--- config.mk ---
export PLATFORM = sky130hd
export DESIGN_NAME = tt_cpu_mem_arbiter
export DESIGN_NICKNAME = d
export VERILOG_FILES = /design/src/rtl/tt_cpu_mem_arbiter.sv
export SDC_FILE = /design/constraint.sdc
export NUM_CORES = 1
export LEC_CHECK = 0
export CAP_MARGIN = 20
export CORE_MARGIN = 3
export CORE_UTILIZATION = 68
export CTS_CLUSTER_SIZE = 10
export DETAILED_ROUTE_END_ITERATION = 12
export PLACE_DENSITY = 0.86
export SETUP_SLACK_MARGIN = 0.05
export SYNTH_ARGS = -nofsm -noshare
export SYNTH_HDL_FRONTEND = slang
export SYNTH_SLANG_ARGS = --single-unit
--- constraint.sdc ---
create_clock -name clk -period 6.6 [get_ports clk]
set_input_delay 0.99 -clock clk [delete_from_list [all_inputs] [get_ports clk]]
set_output_delay 0.99 -clock clk [all_outputs]
set_load 0.005 [all_outputs]
--- src/rtl/tt_cpu_mem_arbiter.sv ---
`default_nettype none
// ============================================================================
// Module   : tt_cpu_mem_arbiter
// Brief    : Shared 128x4 RAM arbiter between a 4-bit CPU bus and a host port,
//            with CPU clock-enable freeze, host holdoff and debug halt/step.
// Revision : 1.0
// ============================================================================
module tt_cpu_mem_arbiter #(
    parameter int ADDR_W    = 7,
    parameter int DATA_W    = 4,
    parameter int CPU_SLOTS = 2
) (
    input  logic              clk,
    input  logic              rst_n,
    output logic              cpu_en,
    input  logic [ADDR_W-1:0] cpu_addr,
    input  logic              cpu_wcyc,
    output logic [DATA_W-1:0] cpu_rdata,
    input  logic              host_req,
    input  logic              host_we,
    input  logic [ADDR_W-1:0] host_addr,
    input  logic [DATA_W-1:0] host_wdata,
    output logic              host_ack,
    output logic [DATA_W-1:0] host_rdata,
    input  logic              dbg_halt,
    input  logic              dbg_step,
    output logic              halted
);

    localparam int c_depth  = 2 ** ADDR_W;
    localparam int c_slot_w = (CPU_SLOTS < 1) ? 1 : $clog2(CPU_SLOTS + 1);
    localparam logic [c_slot_w-1:0] c_slots    = c_slot_w'(CPU_SLOTS);
    localparam logic [c_slot_w-1:0] c_slot_one = c_slot_w'(1);

    typedef enum logic [2:0] {
        ST_RUN   = 3'd0,
        ST_WDATA = 3'd1,
        ST_HOST  = 3'd2,
        ST_HALT  = 3'd3,
        ST_STEP  = 3'd4
    } state_t;

    state_t                r_state;
    state_t                w_state_nxt;
    logic [c_slot_w-1:0]   r_slot_cnt;
    logic [ADDR_W-1:0]     r_waddr;
    logic                  r_ack;
    logic [DATA_W-1:0]     r_rdata;
    logic                  r_host_from_halt;
    logic                  w_latch_waddr;
    logic                  w_host_elig;
    logic                  w_cpu_run;

    logic [DATA_W-1:0]     r_mem [c_depth];

    assign w_cpu_run   = (r_state == ST_RUN) || (r_state == ST_WDATA) || (r_state == ST_STEP);
    assign w_host_elig = host_req && !r_ack;

    assign cpu_en     = w_cpu_run;
    assign halted     = (r_state == ST_HALT);
    assign host_ack   = r_ack;
    assign host_rdata = r_rdata;
    assign cpu_rdata  = r_mem[cpu_addr];

    always_comb begin
        w_state_nxt   = r_state;
        w_latch_waddr = 1'b0;
        case (r_state)
            ST_RUN: begin
                // A write address phase always wins so the data phase follows directly.
                if (cpu_wcyc) begin
                    w_latch_waddr = 1'b1;
                    w_state_nxt   = ST_WDATA;
                end else if (w_host_elig && (r_slot_cnt == '0)) begin
                    w_state_nxt = ST_HOST;
                end else if (dbg_halt) begin
                    w_state_nxt = ST_HALT;
                end
            end
            ST_WDATA: begin
                w_state_nxt = dbg_halt ? ST_HALT : ST_RUN;
            end
            ST_HOST: begin
                w_state_nxt = (dbg_halt || r_host_from_halt) ? ST_HALT : ST_RUN;
            end
            ST_HALT: begin
                if (w_host_elig) begin
                    w_state_nxt = ST_HOST;
                end else if (dbg_step) begin
                    w_state_nxt = ST_STEP;
                end else if (!dbg_halt) begin
                    w_state_nxt = ST_RUN;
                end
            end
            ST_STEP: begin
                if (cpu_wcyc) begin
                    w_latch_waddr = 1'b1;
                    w_state_nxt   = ST_WDATA;
                end else begin
                    w_state_nxt = dbg_halt ? ST_HALT : ST_RUN;
                end
            end
            default: begin
                w_state_nxt = ST_RUN;
            end
        endcase
    end

    always_ff @(posedge clk or negedge rst_n) begin
        if (!rst_n) begin
            r_state          <= ST_RUN;
            r_slot_cnt       <= '0;
            r_waddr          <= '0;
            r_ack            <= 1'b0;
            r_rdata          <= '0;
            r_host_from_halt <= 1'b0;
        end else begin
            r_state          <= w_state_nxt;
            r_ack            <= (r_state == ST_HOST);
            r_host_from_halt <= (r_state == ST_HALT);
            if (w_latch_waddr) begin
                r_waddr <= cpu_addr;
            end
            if (r_state == ST_HOST) begin
                r_slot_cnt <= c_slots;
                if (!host_we) begin
                    r_rdata <= r_mem[host_addr];
                end
            end else if (w_cpu_run && (r_slot_cnt != '0)) begin
                r_slot_cnt <= r_slot_cnt - c_slot_one;
            end
        end
    end

    // Writes are gated by state, which is cleared asynchronously, so a reset drops any pending write.
    always_ff @(posedge clk) begin
        if (r_state == ST_WDATA) begin
            r_mem[r_waddr] <= cpu_addr[DATA_W-1:0];
        end else if ((r_state == ST_HOST) && host_we) begin
            r_mem[host_addr] <= host_wdata;
        end
    end

endmodule
`default_nettype wire

# After elaboration in Yosys (flattened, before gate mapping)
# Memory sizes are Yosys's and may differ from the RTL's. A register that Yosys moved wholly into a read port is not among the register bits.
# Index checks and enable logic that the tools add are counted.
# classes
n_addsub	1
n_eq_ne	6
muxes	22
n_bitwise	1
reduce_logical	17
# ops
operator	n
2-to-1 mux 3 bit	6
one-hot mux 3 bit (5 select lines)	1
2-to-1 mux 2 bit	5
2-to-1 mux 1 bit	8
!= test 4 x 3 -> 1 bit, second input constant	2
2-to-1 mux 7 bit	1
== test 3 x 2 -> 1 bit, second input constant	2
logical AND 1 bit	4
2-to-1 mux 4 bit	1
AND reduction 2 bit	2
nonzero test 2 bit	2
OR reduction 4 bit	1
== test 3 x 1 -> 1 bit, second input constant	1
== test 3 bit, second input constant	1
zero test 3 bit	1
logical OR 1 bit	3
zero test 1 bit	2
zero test 2 bit	1
OR reduction 2 bit	1
subtractor 2 x 1 -> 2 bit, second input constant	1
NOT 1 bit	1
# word_totals
reg_bits	14
ramBits	512
inputBits	25
elab_cells	53
memories	1
# memory_table
name	words	width	rd	rd_ports_with_merged_regs	write_ports	line_no	rtl
r_mem	128	4	2	1	1	54	logic [DATA_W-1:0] r_mem [c_depth];

# Logic depth before layout (Yosys ltp)
# logic_depth
depth_word	7
mapped_depth	10
ltp_nobuf	7

# Worst setup path before layout
# Ideal clock, no wire load.
# synth_path
path_type	input -> register
from	input cpu_addr[2]
to	memory r_mem[0][2] (data pin)
setup_time_ps	511
arrival_time_ps	3273
path_slack_ps	2816
cell_stages	4
path_buffers	2
path_cell_list	buf_2 > buf_1 > nand2_1 > nand2_1
# synth_between
elab_chain_len	1
# synth_lines
item	line_no	rtl
start: declaration	16	input logic [ADDR_W-1:0] cpu_addr,
2-to-1 mux 4 bit (no source line)	--	
end: declaration	54	
# No other way between the ends.

# Worst setup path after layout
# layout_path
from	input cpu_addr[0]
to	output cpu_rdata[2]
# layout_between
elab_chain_len	1
# layout_lines
item	line_no	rtl
memory (128 x 4 bit)	--	
end: declaration	18	output logic [DATA_W-1:0] cpu_rdata,
# No other way between the ends.

==> results.cfg <==
[run_status]
status = finished clean

[setup_path]
critPathCaptureType = output pin
critPathRequiredTime_ns = 5.61
cp_num_buf_inv = 3
slowest_stage = nor4_1
r2r-start = r_state[0]
startpoint_type = input port
crit_fanout = 50
crit_path_frequent_cell = mux4_2
rrSetupSlack_ns = 2.65
path_class = input port to output pin
crit_chain = clkbuf_8, buf_4, mux4_2, mux4_2, o22ai_1, nor4_1, clkdlybuf4s50_1
r2r-end = r_mem[103][3]
max_stage_delay_ns = 0.93
reg2reg_depth = 6
critPathTopFamily = buffers and inverters
cp.arrival_ns = 4.36

[sta]
slew_violations = 0
tightest_slew_ns = 1.222
setup-tns-final_ns = 0
relSlewSlack_pct = 18.54
fmax_ghz = 0.1868
rsz0062_at_grt = false
final.min_clock_period_ns = 5.353
hold_slack_ns = 0.4943
post-route-period-util_pct = 81.10
final.setup_skew_ns = 0.02066
finalSetupViolCount = 0
hold_viol_final = 0

[finish]
nNetsFinal = 1468
layout_commonest_cell = edfxtp_1
mostFrequentLayoutCells = edfxtp_1 (512), mux4_2 (256), nor2_1 (159), mux2i_1 (72), clkbuf_16 (61)
drive_gt1_share_pct = 25.17
postLayoutCoreUtil_pct = 75.41
syn2layout_area_growth_pct = 9.119
fillers = 1887
antennaDiodeCount = 0

[clocking]
clkLatencyLatePin_ns = 0.61
cts_post_setup_buffers_inserted = 0
htreeDepth = 2
ctsRootBufferMaster = clkbuf_16
cts_hold_buf = 0
cts_sinks = 530
cts_tree = done
clk_pin_slew_ns = 0.05
ctsLongestPathBuffers = 3
cts-resized-gates = 0
numCtsBuffers = 59

[die]
die_x_um = 198.9
pin_count = 36
rows = 70
fp.coreArea_um2 = 36610
die_h_um = 198.9
start_util_pct = 69.11
die_area_um2 = 39560

[logic_synthesis]
syn_area_um2 = 25300
synth_cell_types = 49
synth-seq-cells = 530
synthFlopType = edfxtp_1
syn_area_per_cell_um2 = 17.82
synthCells = 1420
synth_nets = 1446
synthArstFlopShare_pct = 3.396
ys_warn_count = 0
synth_edf_count = 512
yosysSeqAreaShare_pct = 62.55

[detailed_routing]
drtIter0Drc = 2755
viasPerCell = 8.365
num_vias = 16140
drcViolationCount = 0
ant_nets = 0
wl_mm = 72.72
avgRoutedWirePerCell_um = 37.68
dr.pass1.iters = 7

[place]
place_congestion = 0.9833
io_buffers = 35
dp_hpwl_mm = 44.82

[min_path]
hold_path.class = flip-flop to flip-flop
min_to = r_slot_cnt[1]
min_from = r_slot_cnt[1]
hold_depth = 1

[flow_run]
cap_viol_max_count = 0

[pwr]
ir_worst_vdd_mv = 0.2320
p_leak_nw = 8.622
p_per_area_nw_per_um2 = 306.9

[grt]
grt_usage_pct = 38.01
grt_max_degree = 95
grt_pass1_vias = 16170
overflow = 0
antenna_found_initial = 1
grt_pass1_wl_mm = 108.3
-- power breakdown --
group | leakage (nW) | switching (W) | internal (W) | total (W)
clock | 0.776 | 0.00125 | 0.00165 | 0.00290
combinational | 3.02 | 0.00101 | 0.000458 | 0.00147
sequential | 4.82 | 0.0000924 | 0.00401 | 0.00411
-- state kept, by name (all words and copies together), names as in the netlist --
register	count
host_ack	1
host_rdata	4
r_host_from_halt	1
r_mem	512
r_slot_cnt	2
r_state	3
r_waddr	7
-- metal layers --
| metal | routed length (um) | track usage, % | part of all wire, % |
|---|---|---|---|
| met1 | 22950 | 51.30 | 32 |
| met5 | 0 | 0 | 0 |
| met2 | 33380 | 56.61 | 46 |
| met4 | 4636 | 19.05 | 6.4 |
| met3 | 11750 | 12.91 | 16 |
-- Yosys cell counts (8+ instances only) --
| master | instances | area share (%) |
|---|---|---|
| edfxtp_1 | 512 | 61 |
| o21ai_1 | 8 | 0.16 |
| nand4_1 | 8 | 0.20 |
| buf_4 | 22 | 0.65 |
| clkbuf_1 | 23 | 0.34 |
| o211ai_1 | 9 | 0.27 |
| buf_2 | 36 | 0.71 |
| nand2_1 | 57 | 0.85 |
| a211oi_1 | 16 | 0.47 |
| buf_1 | 17 | 0.25 |
| nand3_1 | 14 | 0.28 |
| a22oi_1 | 20 | 0.59 |
| mux4_2 | 256 | 23 |
| nand3b_1 | 11 | 0.33 |
| o22ai_1 | 53 | 1.3 |
| dfrtp_1 | 18 | 1.8 |
| nor4_1 | 13 | 0.32 |
| mux2i_1 | 72 | 2.8 |
| nor2_1 | 159 | 2.4 |
| a21oi_1 | 9 | 0.18 |
| nor2b_1 | 14 | 0.35 |
-- stage by stage --
stage / setup slack, ns / total power (W) / cells / cell area [um2]
2_1_floorplan: 2.816 / 0.004998 / 1420 / 25300
3_3_place_gp: 1.552 / 0.005475 / 1847 / 25950
3_5_place_dp: 1.494 / 0.005550 / 1848 / 25980
4_1_cts: 1.482 / 0.008397 / 1929 / 27580
5_1_grt: 1.220 / 0.008657 / 1930 / 27610
6_report: 1.247 / 0.008472 / 1930 / 27610
-- worst reg2reg max path: stages, from the launching register on --
cell and delay (ns):
dfrtp_1 0.51, nand3b_1 0.22, or2_1 0.78, mux2i_2 0.20, nor2b_1 0.41, nand2_1 0.79, nor2_1 0.69
-- cell type report --
cell class                 count  area (um2)  area share (%)
multi-input combinational    784        8957           32.45
timing repair buffer          62       619.3           2.243
inverter                       5       18.77         0.06798
clock buffer                  80        1598           5.787
sequential                   530       15830           57.32
tap                          468       585.6           2.121
clock inverter                 1       3.754         0.01360
-- kinds of logic (layout without fill, tap and decap cells) --
kind of cell / after synthesis / count (layout) / share of synthesized area, %
flip-flops: 530 / 530 / 62.55
adder cells (fa/ha/maj): 1 / 1 / 0.04945
multiplexers: 340 / 340 / 26.18
buffers and inverters: 106 / 148 / 2.166
XOR/XNOR: 1 / 1 / 0.03462
AND/OR/NAND/NOR: 305 / 305 / 5.410
AO/OA/AOI/OAI: 137 / 137 / 3.610
-- how the worst max path moves through the flow --
stage                      startpoint            to  slack (ns)  cells past startpoint
after floorplan           cpu_addr[2]   r_mem[0][2]        2.82                      4
after global placement    cpu_addr[0]  cpu_rdata[2]        1.55                      7
after detailed placement  cpu_addr[0]  cpu_rdata[0]        1.49                      7
after CTS                 cpu_addr[0]  cpu_rdata[0]        1.48                      7
after global routing      cpu_addr[0]  cpu_rdata[2]        1.22                      7
final                     cpu_addr[0]  cpu_rdata[2]        1.25                      7
Power figures use the tool's default switching activity.
